<file path="config.mk">
export PLATFORM = sky130hd
export DESIGN_NAME = ahb_reg_slave_flat
export DESIGN_NICKNAME = d
export VERILOG_FILES = /design/src/rtl/ahb_reg_slave_if.sv /design/src/rtl/ahb_reg_slave.sv /design/src/flat_wrapper.sv
export SDC_FILE = /design/constraint.sdc
export NUM_CORES = 1
export LEC_CHECK = 0
export CAP_MARGIN = 5
export CORE_UTILIZATION = 40
export CTS_CLUSTER_DIAMETER = 100
export DETAILED_ROUTE_END_ITERATION = 10
export PLACE_DENSITY = 0.64
export SETUP_SLACK_MARGIN = 0.5
export SLEW_MARGIN = 20
export SYNTH_ARGS = -nofsm -noshare
export SYNTH_HDL_FRONTEND = slang
export SYNTH_SLANG_ARGS = --single-unit
</file>
<file path="constraint.sdc">
create_clock -name hclk -period 6.4 [get_ports hclk]
set_input_delay 0.96 -clock hclk [delete_from_list [all_inputs] [get_ports hclk]]
set_output_delay 0.96 -clock hclk [all_outputs]
set_load 0.1 [all_outputs]
</file>
<file path="src/rtl/ahb_reg_slave_if.sv">
// AHB-lite bus bundle between a master and the register slave.
//   master modport: drives hsel/haddr/htrans/hwrite/hwdata, sees hrdata/hresp/hready
//   slave modport : the reverse
interface ahb_reg_slave_if;
  logic        hsel;
  logic [31:0] haddr;
  logic [1:0]  htrans;
  logic        hwrite;
  logic [31:0] hwdata;
  logic [31:0] hrdata;
  logic [1:0]  hresp;
  logic        hready;

  modport master (
    output hsel, haddr, htrans, hwrite, hwdata,
    input  hrdata, hresp, hready
  );

  modport slave (
    input  hsel, haddr, htrans, hwrite, hwdata,
    output hrdata, hresp, hready
  );
endinterface

</file>
<file path="src/rtl/ahb_reg_slave.sv">
// AHB-lite slave exposing NUM_WORDS 32-bit registers at BASE_ADDR.
// Every OKAY data phase is stretched by WAIT_STATES wait cycles; misaligned or
// out-of-window addresses get the two-cycle ERROR response and touch nothing.
//   hclk   : clock, all state on its rising edge
//   hreset : synchronous active-high reset (clears FSM and all registers)
//   bus    : ahb_reg_slave_if.slave (hsel/haddr/htrans/hwrite/hwdata in,
//            hrdata/hresp/hready out)
module ahb_reg_slave #(
  parameter int unsigned NUM_WORDS   = 16,
  parameter int unsigned WAIT_STATES = 1,
  parameter logic [31:0] BASE_ADDR   = 32'h0000_0000
) (
  input  logic           hclk,
  input  logic           hreset,
  ahb_reg_slave_if.slave bus
);

  localparam int unsigned IdxW     = (NUM_WORDS > 1) ? $clog2(NUM_WORDS) : 1;
  localparam logic [31:0] NumBytes = 32'(NUM_WORDS * 4);

  typedef enum logic [2:0] {
    StIdle,
    StWait,
    StLast,
    StErr1,
    StErr2
  } state_t;

  state_t          state_q;
  logic [2:0]      wait_cnt_q;
  logic [IdxW-1:0] idx_q;
  logic            write_q;
  logic [31:0]     regs_q [NUM_WORDS];

  // Address decode for the address phase currently on the bus
  logic [31:0]     offset;
  logic            dec_err;
  logic [IdxW-1:0] dec_idx;
  logic            hready;
  logic            accept;
  state_t          launch_state;
  logic [2:0]      launch_cnt;

  // NONSEQ vs SEQ makes no difference to a single-register slave
  logic unused_htrans0;
  assign unused_htrans0 = bus.htrans[0];

  always_comb begin
    offset  = bus.haddr - BASE_ADDR;
    dec_err = (bus.haddr[1:0] != 2'b00) || (bus.haddr < BASE_ADDR) || (offset >= NumBytes);
    dec_idx = offset[IdxW+1:2];
  end

  // hready is a pure decode of the state so the master sees it straight off a flop
  always_comb begin
    hready     = !(state_q inside {StWait, StErr1});
    bus.hready = hready;
    bus.hresp  = (state_q inside {StErr1, StErr2}) ? 2'b01 : 2'b00;
    bus.hrdata = (state_q == StLast && !write_q) ? regs_q[idx_q] : 32'h0;
  end

  assign accept = bus.hsel && bus.htrans[1] && hready && !hreset;

  // Where a freshly accepted transfer starts its data phase
  always_comb begin
    if (dec_err) begin
      launch_state = StErr1;
      launch_cnt   = '0;
    end else if (WAIT_STATES > 0) begin
      launch_state = StWait;
      launch_cnt   = 3'(WAIT_STATES - 1);
    end else begin
      launch_state = StLast;
      launch_cnt   = '0;
    end
  end

  always_ff @(posedge hclk) begin
    if (hreset) begin
      state_q    <= StIdle;
      wait_cnt_q <= '0;
      idx_q      <= '0;
      write_q    <= 1'b0;
      for (int unsigned i = 0; i < NUM_WORDS; i++) begin
        regs_q[i] <= 32'h0;
      end
    end else begin
      // Write data is only valid in the final OKAY data-phase cycle
      if (state_q == StLast && write_q) begin
        regs_q[idx_q] <= bus.hwdata;
      end

      if (accept) begin
        idx_q      <= dec_idx;
        write_q    <= bus.hwrite;
        state_q    <= launch_state;
        wait_cnt_q <= launch_cnt;
      end else begin
        case (state_q)
          StWait: begin
            if (wait_cnt_q == 3'd0) begin
              state_q <= StLast;
            end else begin
              wait_cnt_q <= wait_cnt_q - 3'd1;
            end
          end
          StErr1:  state_q <= StErr2;
          default: state_q <= StIdle;
        endcase
      end
    end
  end

endmodule

</file>
<file path="src/flat_wrapper.sv">
// flat-port wrapper written by rule: the top's interface ports become plain ports
module ahb_reg_slave_flat 
#(
  parameter int unsigned NUM_WORDS   = 16,
  parameter int unsigned WAIT_STATES = 1,
  parameter logic [31:0] BASE_ADDR   = 32'h0000_0000
)
  (hclk, hreset, bus_hsel, bus_haddr, bus_htrans, bus_hwrite, bus_hwdata, bus_hrdata, bus_hresp, bus_hready);
  ahb_reg_slave_if bus_i ();
  input  logic hclk;
  input  logic hreset;
  input wire logic [$bits(bus_i.hsel)-1:0] bus_hsel;
  input wire logic [$bits(bus_i.haddr)-1:0] bus_haddr;
  input wire logic [$bits(bus_i.htrans)-1:0] bus_htrans;
  input wire logic [$bits(bus_i.hwrite)-1:0] bus_hwrite;
  input wire logic [$bits(bus_i.hwdata)-1:0] bus_hwdata;
  output wire logic [$bits(bus_i.hrdata)-1:0] bus_hrdata;
  output wire logic [$bits(bus_i.hresp)-1:0] bus_hresp;
  output wire logic [$bits(bus_i.hready)-1:0] bus_hready;
  assign bus_i.hsel = bus_hsel;
  assign bus_i.haddr = bus_haddr;
  assign bus_i.htrans = bus_htrans;
  assign bus_i.hwrite = bus_hwrite;
  assign bus_i.hwdata = bus_hwdata;
  assign bus_hrdata = bus_i.hrdata;
  assign bus_hresp = bus_i.hresp;
  assign bus_hready = bus_i.hready;
  ahb_reg_slave #(.NUM_WORDS(NUM_WORDS), .WAIT_STATES(WAIT_STATES), .BASE_ADDR(BASE_ADDR)) u_core (.hclk(hclk), .hreset(hreset), .bus(bus_i));
endmodule
</file>
# Word-level counts from Yosys, hierarchy flattened
# Memory sizes are Yosys's and may differ from the RTL's. A register that Yosys moved wholly into a read port is not among the register bits.
# Index checks and enable logic that the tools add are counted.
# word_totals
reg_bits	11
mem_bits_rw	512
input_bits	70
word_cells	47
n_memories	1
# memory_table
memory	depth	word_bits	rd	rd_ports_with_merged_regs	wr	line_no	source
u_core.regs_q	16	32	1	1	16	ahb_reg_slave.sv:33	logic [31:0] regs_q [NUM_WORDS];
# op_classes
add_sub_neg	1
magnitude_cmp	2
eq_ne	5
mux	16
n_bitwise	1
n_reduce_logical	17
# ops
operator	count
32-bit two-way mux	2
32-bit by 7-bit greater-or-equal comparator with 1-bit output, second input constant	1
32-bit by 1-bit less-than comparator with 1-bit output, second input constant	1
32-bit OR reduction	1
4-bit two-way mux	3
1-bit two-way mux	7
3-bit by 2-bit equality test with 1-bit output, second input constant	2
3-bit two-way mux	2
3-bit one-hot mux with 2 select lines	1
2-bit nonzero test	3
1-bit logical AND	5
3-bit by 1-bit equality test with 1-bit output, second input constant	1
3-bit equality test, second input constant	1
1-bit logical NOT	3
3-bit logical NOT	1
3-bit by 2-bit inequality test with 1-bit output, second input constant	1
3-bit by 1-bit subtractor with 3-bit output, second input constant	1
1-bit logical OR	2
2-bit two-way mux	1
2-bit AND reduction	1
2-bit OR reduction	1
1-bit inverter	1

# Longest topological paths before layout
# logic_depth
ltp_word	7
depth_mapped	7
mapped_depth_nobuf	6

# Worst setup path before layout
# OpenSTA, ideal clock, no wires.
# synth_timing
kind	input to register
startpoint	input port hreset
endpoint	memory u_core.regs_q[0][0], enable pin
setup_ns	0.428
arrival_time_ns	3.468
t_required_ns	5.972
path_slack_ns	2.504
cell_stages	5
n_path_buf	3
cell_sequence	clkbuf_1 or4_1 clkbuf_1 clkbuf_1 o21bai_1
# synth_lines
element	line_no	source
start, declared	flat_wrapper.sv:11	input logic hreset;
end, declared	ahb_reg_slave.sv:33	

# Final worst setup path
# layout_timing
startpoint	register u_core.state_q[1]
endpoint	output port bus_hrdata[10]
# layout_between
elab_chain_cells	3
# layout_lines
element	line_no	source
start, declared	ahb_reg_slave.sv:29	state_t state_q;
start signal, assigned	ahb_reg_slave.sv:80	state_q <= StIdle;
start signal, assigned	ahb_reg_slave.sv:96	state_q <= launch_state;
start signal, assigned	ahb_reg_slave.sv:102	state_q <= StLast;
3-bit by 2-bit equality test with 1-bit output	ahb_reg_slave.sv:59	bus.hrdata = (state_q == StLast && !write_q) ? regs_q[idx_q] : 32'h0;
1-bit logical AND	ahb_reg_slave.sv:59	
32-bit two-way mux	ahb_reg_slave.sv:59	
end, declared	flat_wrapper.sv:17	output wire logic [$bits(bus_i.hrdata)-1:0] bus_hrdata;
# No other way between the ends.

==> reports/qor.yml <==
run_status:
  status: "finished clean"
sta:
  hold_viol: 0
  rsz0062_at_grt: "false"
  period_share_pct: 78.6
  worstMarginPinSlew_ns: 1.13
  maxSlewViolCount: 0
  relSlewSlack_pct: 24.9
  fmax_ghz: 0.199
  finClkSkew_ns: 0.0101
  setup_tns_ns: 0
  setup_viol: 0
  period_needed_ns: 5.03
  worst_slack_ns: 1.37
logic_synthesis:
  synth_ff_type: "edfxtp_1"
  yosys_warnings: 0
  synth_edf_count: 512
  synthesis.area_um2: 24900
  avgSynthCellArea_um2: 15.0
  async_reset_ff_share_pct: 0
  synth-seq-cells: 527
  yosysUniqueCellTypes: 40
  syn_nets: 1734
  synth_cells: 1662
  yosysSeqAreaShare_pct: 63.1
clock_tree:
  numCtsBuffers: 55
  cts_root_buffer: "clkbuf_16"
  hold_buffers: 0
  clk_latency_ns: 0.60
  clockBufferDepth: 3
  cts_tree: "yes"
  post_cts_resize_count: 0
  post_cts_buffers: 0
  htree_levels: 2
  path_clk_slew_ns: 0.06
  clkSinkCount: 527
final_layout:
  final_util_pct: 46.0
  multi_input_area_um2: 8250
  seq_area_um2: 15700
  layout_commonest_cell: "edfxtp_1"
  synthToLayoutAreaGrowth_pct: 13.9
  mostFrequentLayoutCells: "512 x edfxtp_1, 361 x nor3_1, 152 x nor3_2, 128 x mux4_2, 102 x clkdlybuf4s50_1"
  final_nets: 1717
  n_fill_cell: 5348
  antennaDiodeCount: 0
  fin_cells: 2528
  final_layout_size_suffix_gt1_share_pct: 25.8
die:
  start_util_pct: 40.4
  core_area_um2: 61600
  die_h_um: 251
  row_count: 91
  num_io_pins: 105
  chipWidth_um: 251
  fp.dieArea_um2: 63200
power_and_ir_drop:
  total_power_w: 0.00763
  cellPowerDensity_nw_per_um2: 270
  p_int_w: 0.00584
  swShare_pct: 23.4
  pwr-share-comb_pct: 7.8
  pwr-share-clk_pct: 40.5
  p_seq_share_pct: 51.6
  p_switching_w: 0.00179
  peakVddDrop_uv: 198
  leakage_nw: 8.51
route:
  vias: 15300
  drc: 0
  initialDrtViolationCount: 1467
  wl_um: 65000
  ant_nets: 0
  wire_per_inst_um: 25.7
  drt_pre_antenna_iters: 7
  viasPerCell: 6.04
grt:
  grt_pass1_wl_um: 98900
  grt.total_usage_pct: 20.8
  grt_pass1_vias: 15900
  overflow: 0
  grt_antenna_before_repair: 4
  grt_max_degree: 129
place:
  hpwl_um: 36400
  place.gp.congestion: 0.782
  dp.cells: 2425
  place_ws_ns: 1.99
  port_buffers: 102
critical_path:
  crit_required_ns: 5.44
  start_kind: "flip-flop"
  end_kind: "output port"
  worstSetupPathType: "flip-flop to output port"
  worstReg2RegStart: "u_core.state_q[1]"
  crit_fanout: 128
  crit_start: "u_core.state_q[1]"
  arrival_ns: 4.07
min_path:
  min_path_type: "flip-flop to flip-flop"
  worstHoldStart: "u_core.wait_cnt_q[2]"
flow_run:
  cap_viol_max_count: 0
==> through the flow <==
stage               hold slack, ns  instance area, µm²
global route                 0.529               28300
global placement             0.498               26600
detailed placement           0.503               26600
finish                       0.509               28300
floorplan                    0.467               24900
CTS                          0.510               28300
==> logic make-up after synthesis <==
group,after synthesis,synth area share (%)
simple gates,708,19.6
flops,527,63.1
buf+inv,263,4.72
mux,128,11.6
compound gates,32,0.891
fa+ha+maj,2,0.101
other cells,1,0.0151
xor+xnor,1,0.0352
==> power by group through the flow <==
stage / Combinational, W / Sequential (W) / Clock [W]
finish: 0.000597 / 0.00394 / 0.00309
global route: 0.000627 / 0.00395 / 0.00325
CTS: 0.000602 / 0.00394 / 0.00312
detailed placement: 0.000600 / 0.00401 / 0
global placement: 0.000596 / 0.00400 / 0
floorplan: 0.000397 / 0.00398 / 0
==> sequential cells by signal, summed over array words and instances, names as in the netlist, named ones only <==
name,flops
u_core.idx_q,4
u_core.regs_q,512
u_core.state_q,3
u_core.wait_cnt_q,3
u_core.write_q,1
==> worst max-delay path, cell delays in order (launching register included) <==
cell	delay (ns)
dfxtp_1	0.45
nor4b_2	0.36
buf_12	0.50
or4bb_1	0.55
nand4_1	0.26
clkdlybuf4s50_1	1.21
==> cell type report <==
type	instances	area share, %
repair buffers	153	5.15
inverters	36	0.477
clock buffers	78	5.49
clock inverters	25	0.597
multi-input cells	872	29.2
flip-flops and latches	527	55.4
well taps	837	3.70
==> final timing paths <==
path              cells after the start               endpoint  slack [ns]
setup / recovery                      5         bus_hrdata[10]        1.37
hold / removal                        2   u_core.wait_cnt_q[2]        0.51
setup reg to reg                      4  u_core.regs_q[15][12]        3.19
hold reg to reg                       2   u_core.wait_cnt_q[2]        0.51
==> Yosys cell counts (all sizes together) (2+ instances only) <==
library cell	n	area share (%)
nand3	5	0.10
edfxtp	512	62
a21oi	6	0.12
or4b	2	0.081
ha	2	0.10
nand4bb	17	0.77
inv	36	0.54
nor4b	2	0.070
nor4	7	0.18
nand2	3	0.045
a2111oi	2	0.070
mux4	128	12
nor3	513	13
o21ai	5	0.10
o21bai	16	0.48
nand2b	2	0.050
buf	71	1.8
nand4b	64	2.3
dfxtp	15	1.2
or4bb	17	0.77
nand4	64	1.6
clkbuf	156	2.4
nor2	5	0.076
==> routing by layer <==
layer | vias to the layer above | global-route usage, % | wire, µm
met5 | - | 0 | 46
met4 | 8 | 6.43 | 1600
met3 | 113 | 3.88 | 4690
met2 | 597 | 34.7 | 32000
met1 | 7955 | 27.7 | 26700
li1 | 6608 | - | -
(Power assumes the default switching activity.)
